## src/rtl/tile_sequencer.sv

```systemverilog
// Piano-tile note source: beat timing, LFSR tile generation,
// playfield scrolling, game FSM and saturating score.
module tile_sequencer #(
   parameter int         BEAT_DIV = 12500000,
   parameter int         DEPTH    = 8,
   parameter int         SONG_LEN = 64,
   parameter logic [7:0] SEED     = 8'hA5
) (
   input  logic               clk,
   input  logic               rst,
   input  logic               start,
   input  logic [1:0]         score_in,
   output logic               beat,
   output logic [2:0]         data,
   output logic [3*DEPTH-1:0] rows,
   output logic [7:0]         total_score,
   output logic               playing,
   output logic               game_over
);

   localparam int CW = $clog2(BEAT_DIV);
   localparam int DW = $clog2(DEPTH + 1);
   localparam logic [CW-1:0] CMAX  = CW'(BEAT_DIV - 1);
   localparam logic [DW-1:0] DLAST = DW'(DEPTH - 1);
   localparam logic [7:0]    SLAST = 8'(SONG_LEN - 1);

   typedef enum logic [1:0] {
      IDLE,
      PLAY,
      DRAIN,
      OVER
   } state_t;

   state_t             state;
   logic [CW-1:0]      cnt;
   logic [DW-1:0]      drained;
   logic [7:0]         issued;
   logic [7:0]         lfsr;
   logic [7:0]         score;
   logic [3*DEPTH-1:0] field;
   logic [2:0]         tile;
   logic [8:0]         sum;
   logic [7:0]         sat;
   logic               active;
   logic               lfsr_fb;

   // Beat strobe is the last count of each beat while a game runs
   assign active      = (state == PLAY) || (state == DRAIN);
   assign beat        = active && (cnt == CMAX);
   assign rows        = field;
   assign data        = field[2:0];
   assign total_score = score;
   assign playing     = active;
   assign game_over   = (state == OVER);
   assign lfsr_fb     = lfsr[7] ^ lfsr[5] ^ lfsr[4] ^ lfsr[3];

   // Map the low LFSR bits onto a lane (or a rest)
   always_comb begin
      tile = 3'b000;
      unique case (lfsr[1:0])
         2'd0:    tile = 3'b100;
         2'd1:    tile = 3'b010;
         2'd2:    tile = 3'b001;
         default: tile = 3'b000;
      endcase
   end

   // Saturating add of the checker's per-beat hits
   always_comb begin
      sum = {1'b0, score} + {7'b0, score_in};
      sat = sum[8] ? 8'hFF : sum[7:0];
   end

   // Game FSM with beat counter, scroll, LFSR and score state
   always_ff @(posedge clk or negedge rst) begin
      if (!rst) begin
         state   <= IDLE;
         cnt     <= '0;
         drained <= '0;
         issued  <= '0;
         lfsr    <= SEED;
         score   <= '0;
         field   <= '0;
      end else begin
         unique case (state)
            IDLE, OVER: begin
               if (start) begin
                  state   <= PLAY;
                  cnt     <= '0;
                  drained <= '0;
                  issued  <= '0;
                  lfsr    <= SEED;
                  score   <= '0;
                  field   <= '0;
               end
            end
            PLAY: begin
               cnt <= beat ? '0 : cnt + 1'b1;
               if (beat) begin
                  field  <= {tile, field[3*DEPTH-1:3]};
                  lfsr   <= {lfsr[6:0], lfsr_fb};
                  score  <= sat;
                  issued <= issued + 8'd1;
                  if (issued == SLAST) begin
                     state   <= DRAIN;
                     drained <= '0;
                  end
               end
            end
            DRAIN: begin
               cnt <= beat ? '0 : cnt + 1'b1;
               if (beat) begin
                  field   <= {3'b000, field[3*DEPTH-1:3]};
                  score   <= sat;
                  drained <= drained + 1'b1;
                  if (drained == DLAST) begin
                     state <= OVER;
                  end
               end
            end
            default: begin
               state <= IDLE;
            end
         endcase
      end
   end

endmodule

```

## config.mk

```make
export PLATFORM = sky130hd
export DESIGN_NAME = tile_sequencer
export DESIGN_NICKNAME = d
export VERILOG_FILES = /design/src/rtl/tile_sequencer.sv
export SDC_FILE = /design/constraint.sdc
export NUM_CORES = 1
export LEC_CHECK = 0
export BUFFER_PORTS_ARGS = -buffer_cell sky130_fd_sc_hd__clkbuf_2
export CAP_MARGIN = 20
export CORE_ASPECT_RATIO = 2
export CORE_MARGIN = 3
export CORE_UTILIZATION = 55
export DETAILED_ROUTE_END_ITERATION = 16
export GPL_ROUTABILITY_DRIVEN = 0
export GPL_TIMING_DRIVEN = 0
export HOLD_SLACK_MARGIN = 0.1
export PLACE_DENSITY = 0.82
export SYNTH_ARGS = -nofsm -noshare
export SYNTH_HDL_FRONTEND = slang
export SYNTH_SLANG_ARGS = --single-unit
```

## constraint.sdc

```tcl
create_clock -name clk -period 4.6 [get_ports clk]
set_input_delay 0.69 -clock clk [delete_from_list [all_inputs] [get_ports clk]]
set_output_delay 0.69 -clock clk [all_outputs]
set_load 0.01 [all_outputs]
```

==> summary.txt, run 1 <==
Synthesis
  – Post-synth top area cell: dfrtp_1
  – Top post-synthesis cells by area: dfrtp_1 43%, mux2i_1 6.6%, nand2_1 4.8%, nand3_1 3.2%, inv_1 3.1%
  – Number of synthesized register bits: 78
  – Post-synth top area share: 43.4%
  – Post-synthesis sequential area ratio: 45.9%
  – Most numerous cell in the Yosys netlist: dfrtp_1
  – Mapped cell area: 0.00426 sq mm
  – Post-synth cell types: 57
  – Avg Inst Size Synth: 9.39 sq um
  – Yosys warning count: 0
  – Syn nets: 468
  – Mapped Cells: 454
  – Most frequent cells after synthesis: 74 x dfrtp_1, 55 x nand2_1, 35 x inv_1, 28 x mux2i_1, 27 x nand3_1
  – Top FF cell, synth: dfrtp_1
  – FFs w/ async S/R, synth: 100%
  – Post-synth EDFFs: 0

Setup path
  – Slowest stage cell, crit path: clkbuf_1
  – Crit. End Element: register
  – Peak fanout along the critical path: 10
  – CP startpoint kind: register
  – CP Class: reg -> reg
  – CP required: 4.84 ns
  – Crit path arrival time: 3.47 ns
  – Cells along the critical path: inv_1 > ha_1 > inv_1 > nor2_1 > nor3_1 > nor2_1 > clkbuf_1 > mux2i_1
  – Top delay family on crit path: simple AND/OR/NAND/NOR gates
  – Buffers and inverters on the worst path: 3
  – Max incr delay on CP: 0.67 ns

Clocking
  – Post-CTS Hold Buffers: 0
  – Worst-Skew Late Latency: 0.33 ns
  – Postcts setup bufs: 0
  – CTS resizes: 0
  – CTS tree: yes
  – Worst-path clk slew: 0.06 ns
  – Clk sinks: 78
  – Num CTS Buffers: 9
  – Clk root buf: clkbuf_16
  – Maximum clock path buffer count: 2
  – H-tree levels: 3

GRT
  – Vias in the first global route: 3678
  – Gr usage total: 26.5%
  – Pin count of the biggest net entering global routing: 62
  – Initial antenna violation count: 0
  – Grt ovf: 0
  – Global-route wire length before repair: 17800 um

Finish
  – Fin cells: 605
  – Antenna Cells: 0
  – Fin nets: 522
  – Design area: 0.00492 sq mm
  – Layout cell share with drive strength beyond 1: 15.8%
  – Post-layout util: 66.7%
  – Layout Area Growth over Synthesis: 15.4%

Routing
  – Vias per inst: 6.18
  – Routed wire length: 10700 um
  – Pre-antenna DRT Iters: 5
  – Post-DRT Antenna Nets: 0
  – DRC viols: 0
  – Drt first-iter violations: 374
  – Drt wl/cell: 17.7 um
  – Via count: 3741

Timing
  – Rel. slew slack: 28.6%
  – RSZ-0062 raised after global routing: no
  – Clock Skew: 0.00501 ns
  – Final setup vio count: 0
  – Setup_tns: 0 ns
  – Final Max Slew Viols: 0
  – Final Critical Period: 3.22 ns
  – Worst slew pin tran: 1.06 ns
  – Max Clock Freq: 0.310 GHz
  – Final worst slack: 1.38 ns
  – Final Cycle Share: 70.0%
  – Fin. Hold Viols: 0

Die
  – Die Wd: 68.3 um
  – Core Rows: 44
  – Ports: 43
  – Height of the die: 131 um
  – Core Box Area: 0.00738 sq mm
  – Initial cell density of the core: 57.8%
  – Die area: 0.00891 sq mm

Min path
  – Hold Crit Class: in -> async

Placement
  – I/O Buffers: 42
  – DP Area: 0.00462 sq mm
  – DP HPWL: 7610 um
  – Placed cells: 589
  – Pre-CTS WS: 1.37 ns

Run
  – Max-cap violation count: 0

Power and ir drop
  – Peak supply drop: 0.000291 V
  – Pwr Density: 447 mW/mm^2
  – Leak: 2.31 nW

Status
  – Status: completed
[routing by layer]
layer	part of all wire, %	track usage, %
met5	0	0
met4	5.1	15.6
met3	4.3	5.56
met2	54	46.0
met1	37	28.8
[power by group]
| group | internal, mW | switching (mW) | leakage, nW |
|---|---|---|---|
| Combinational | 0.221 | 0.465 | 1.09 |
| Sequential | 0.740 | 0.0570 | 1.06 |
| Clock | 0.447 | 0.269 | 0.152 |
| Total | 1.41 | 0.791 | 2.31 |
[sequential cells by signal, summed over array words and instances, names as in the netlist]
signal,flops
drained,4
lfsr,8
state,2
issued,8
rows,24
cnt,24
total_score,8
[through the flow]
step,power (mW),hold slack (ns)
final,2.20,0.255
after floorplan,1.27,0.394
after detailed placement,1.48,0.480
after CTS,2.20,0.261
after global routing,2.31,0.263
after global placement,1.46,0.459
[cell type report]
class	count	area, sq um
Sequential cell	78	1960
Multi-Input combinational cell	315	2050
Tap cell	92	115
Clock inverter	4	45.0
Buffer	26	125
Timing Repair Buffer	43	240
Inverter	35	131
Fill cell	586	2460
Clock buffer	12	256
[logic make-up after synthesis]
| family | share of synthesized area, % |
|---|---|
| buffers and inverters | 6.02 |
| xor gates and xnor gates | 1.23 |
| muxes | 7.63 |
| AOI/OAI and AO/OA | 14.4 |
| adders and majority gates | 2.82 |
| DFF | 45.9 |
| and+or+nand+nor | 22.0 |
[worst register-to-register path: cells and delay by family (launching register included)]
kind,cells,cell delay (ns)
adder cells (fa/ha/maj),1,0.29
buffers and inverters,3,0.81
flip-flops,1,0.37
multiplexers,1,0.29
AND/OR/NAND/NOR,3,1.39
[placed cells by master (no fill, tap or decap), types with 4 or more instances in the layout]
master     netlist  final
a21o_1           4      4
a21oi_1         24     24
a22o_1           7      7
a31oi_1         12     12
and2_1           4      4
and3_1          16     16
and4_1           5      5
clkbuf_1        18     19
clkbuf_16        0      9
clkbuf_2         0     41
dfrtp_1         74     74
dfstp_2          4      4
ha_1             8      8
inv_1           35     35
mux2_2           4      4
mux2i_1         28     28
nand2_1         55     55
nand2b_1         6      6
nand3_1         27     27
nand4_1          8      8
nor2_1          17     17
nor3_1          12     12
nor3b_1          4      4
o21ai_0         19     19
o31ai_1          4      4
or3_1            4      4
[final timing paths]
path / startpoint / end / slack, ns / cells after the start
min in group clk: lfsr[7]$_DFFE_PN1P_ / lfsr[7]$_DFFE_PN1P_ / 0.48 / 2
max in group asynchronous: rst / lfsr[0]$_DFFE_PN1P_ / 3.70 / 2
worst max-delay path: state[0]$_DFFE_PN0P_ / rows[18]$_DFFE_PN0P_ / 1.38 / 8
worst min register to register: lfsr[7]$_DFFE_PN1P_ / lfsr[7]$_DFFE_PN1P_ / 0.48 / 2
worst max register to register: state[0]$_DFFE_PN0P_ / rows[18]$_DFFE_PN0P_ / 1.38 / 8
worst min-delay path: rst / rows[8]$_DFFE_PN0P_ / 0.26 / 1
Power figures use the tool's default switching activity.
==> inputs of run 2 (changes only) <==
- clock period: 4.6 -> 3.1 ns (I/O delays scaled with it)
==> run 2 against run 1 <==
  * Cell count is 0.50% higher
  * Hold slack better by 0.23 ns
  * Register-to-register slack worse by 1.2 ns
  * Setup slack worse by 1.2 ns
  * Sequential cell count stayed put
  * Count of clock-buffer cells in the layout stayed put
  * Sequential share of layout area is 0.25 points lower
==> summary.txt, run 2 (same netlist as run 1, synthesis figures left out) <==
Setup path
  – Top delay family on crit path: buffers and inverters (was simple AND/OR/NAND/NOR gates)
  – Crit path arrival time: 3.19 ns (was 3.47 ns)
  – Peak fanout along the critical path: 10 (unchanged)
  – Max incr delay on CP: 0.49 ns (was 0.67 ns)
  – CP Class: reg -> reg (unchanged)
  – CP required: 3.35 ns (was 4.84 ns)
  – Crit. End Element: register (unchanged)
  – Slowest stage cell, crit path: clkbuf_1 (unchanged)
  – CP startpoint kind: register (unchanged)
  – Cells along the critical path: and4_1 > clkbuf_1 > and3_1 > clkbuf_1 > a21oi_1 > clkbuf_2 > clkbuf_1 > o21ai_0 > a31oi_1 (was inv_1 > ha_1 > inv_1 > nor2_1 > nor3_1 > nor2_1 > clkbuf_1 > mux2i_1)
  – Buffers and inverters on the worst path: 4 (was 3)
  – Worst r2r src: cnt[10]$_DFFE_PN0P_ (was state[0]$_DFFE_PN0P_)
  – Crit path top cell by count: clkbuf_1
  – CP startpoint: cnt[10]$_DFFE_PN0P_ (was state[0]$_DFFE_PN0P_)

Timing
  – Clock Skew: 0.00638 ns (was 0.00501 ns)
  – Setup_tns: 0 ns (unchanged)
  – Final Critical Period: 2.94 ns (was 3.22 ns)
  – Max Clock Freq: 0.341 GHz (was 0.310 GHz)
  – Fin. Hold Viols: 0 (unchanged)
  – Rel. slew slack: 29.1% (was 28.6%)
  – Final Max Slew Viols: 0 (unchanged)
  – Worst slew pin tran: 1.06 ns (about the same)
  – Final worst slack: 0.165 ns (was 1.38 ns)
  – RSZ-0062 raised after global routing: no (unchanged)
  – Final Cycle Share: 94.7% (was 70.0%)
  – Final setup vio count: 0 (unchanged)

Routing
  – Vias per inst: 6.15 (was 6.18)
  – DRC viols: 0 (unchanged)
  – Drt first-iter violations: 345 (was 374)
  – Pre-antenna DRT Iters: 5 (unchanged)
  – Routed wire length: 10800 um (was 10700 um)
  – Drt wl/cell: 17.7 um (about the same)
  – Post-DRT Antenna Nets: 0 (unchanged)
  – Via count: 3739 (was 3741)

Clocking
  – Clk sinks: 78 (unchanged)
  – Maximum clock path buffer count: 2 (unchanged)
  – Clk root buf: clkbuf_16 (unchanged)
  – Worst-Skew Late Latency: 0.34 ns (was 0.33 ns)
  – CTS tree: yes (unchanged)
  – Num CTS Buffers: 9 (unchanged)
  – H-tree levels: 3 (unchanged)
  – Worst-path clk slew: 0.06 ns (about the same)

Min path
  – Hold Path Origin: lfsr[7]$_DFFE_PN1P_
  – Hold Crit Class: reg -> reg (was in -> async)

Placement
  – Placed cells: 589 (unchanged)
  – I/O Buffers: 42 (unchanged)
  – Pre-CTS WS: -0.0346 ns (was 1.37 ns)
  – DP HPWL: 7610 um (unchanged)

Die
  – Core Rows: 44 (unchanged)
  – Initial cell density of the core: 57.8% (unchanged)
  – Height of the die: 131 um (unchanged)
  – Die Wd: 68.3 um (unchanged)
  – Core Box Area: 0.00738 sq mm (unchanged)
  – Die area: 0.00891 sq mm (unchanged)
  – Ports: 43 (unchanged)

Finish
  – Commonest non-fill, non-tap cells in the layout: 74 x dfrtp_1, 55 x nand2_1, 44 x clkbuf_2 (was 74 x dfrtp_1, 55 x nand2_1, 41 x clkbuf_2)
  – Fin cells: 608 (was 605)
  – Fin nets: 525 (was 522)
  – Commonest non-fill, non-tap cell in the layout: dfrtp_1 (unchanged)
  – Antenna Cells: 0 (unchanged)
  – Post-layout util: 67.1% (was 66.7%)
  – Fill cells: 580 (was 586)
  – Layout cell share with drive strength beyond 1: 16.9% (was 15.8%)
  – Layout Area Growth over Synthesis: 16.1% (was 15.4%)

GRT
  – Grt ovf: 0 (unchanged)
  – Vias in the first global route: 3678 (unchanged)
  – Initial antenna violation count: 0 (unchanged)
  – Pin count of the biggest net entering global routing: 62 (unchanged)
  – Gr usage total: 26.6% (was 26.5%)
  – Global-route wire length before repair: 17900 um (was 17800 um)

Power and ir drop
  – Leak: 2.33 nW (was 2.31 nW)
  – Pwr Density: 660 mW/mm^2 (was 447 mW/mm^2)
  – Peak supply drop: 0.000438 V (was 0.000291 V)
  – Total chip power: 3.27 mW (was 2.20 mW)

Run
  – Max-cap violation count: 0 (unchanged)

Status
  – Status: completed (unchanged)
[run 2: cell count changes in the layout (fill, tap and decap cells not counted), sizes merged]
| cell | change |
|---|---|
| buf | +2 |
| dlygate4sd3 | +1 |
[run 2: power breakdown]
part | switching [mW] | internal [mW] | leakage (nW)
Combinational | 0.693 | 0.329 | 1.12
Clock | 0.401 | 0.663 | 0.152
Sequential | 0.0852 | 1.10 | 1.06
Total | 1.18 | 2.09 | 2.33
[run 2: repair_timing]
action / 4_1_cts / 5_1_grt
endpoints found under the hold margin: 15 / 0
pin swaps: 0 / 1
gates resized for setup: 2 / 3
setup buffers: 0 / 2
hold buffers: 1 / 0
endpoints found under the setup margin: 10 / 22
[run 2: cell type report]
class / count / area (sq um) / share of cell area [%]
clock inverters: 4 / 45.0 / 0.910
plain buffers: 26 / 129 / 2.60
inverters: 35 / 131 / 2.65
flip-flops and latches: 78 / 1960 / 39.5
repair buffers: 46 / 265 / 5.36
multi-input cells: 315 / 2050 / 41.5
well taps: 92 / 115 / 2.32
clock buffers: 12 / 256 / 5.18
[run 2: path summary, 6_finish.rpt]
kind | slack [ns] | cells after the start | to
worst max-delay path | 0.16 | 9 | cnt[20]$_DFFE_PN0P_
worst min-delay path | 0.48 | 2 | lfsr[7]$_DFFE_PN1P_
worst max register to register | 0.16 | 9 | cnt[20]$_DFFE_PN0P_
worst min register to register | 0.48 | 2 | lfsr[7]$_DFFE_PN1P_
max in group asynchronous | 1.88 | 3 | lfsr[0]$_DFFE_PN1P_
min in group asynchronous | 0.57 | 2 | rows[8]$_DFFE_PN0P_
[run 2: per-layer routing]
layer  share of wire, %  global-route usage (%)  vias to the layer above
met3                4.7                    5.56                       34
li1                   -                       -                     1735
met1                 36                    28.7                     1832
met4                3.9                    15.2                        0
met2                 55                    46.4                      138
met5                  0                       0                        -
[run 2: worst reg2reg max path, stage by stage, from the launching register on]
cell and delay, ns:
dfrtp_1 0.43, and4_1 0.22, clkbuf_1 0.17, and3_1 0.20
clkbuf_1 0.21, a21oi_1 0.43, clkbuf_2 0.33, clkbuf_1 0.49
o21ai_0 0.18, a31oi_1 0.21
[run 2: stage by stage]
| stage | hold slack, ns | area (sq um) |
|---|---|---|
| after floorplan | 0.169 | 4260 |
| after global placement | 0.459 | 4590 |
| after detailed placement | 0.388 | 4620 |
| after CTS | 0.464 | 4930 |
| after global routing | 0.502 | 4950 |
| final | 0.482 | 4950 |
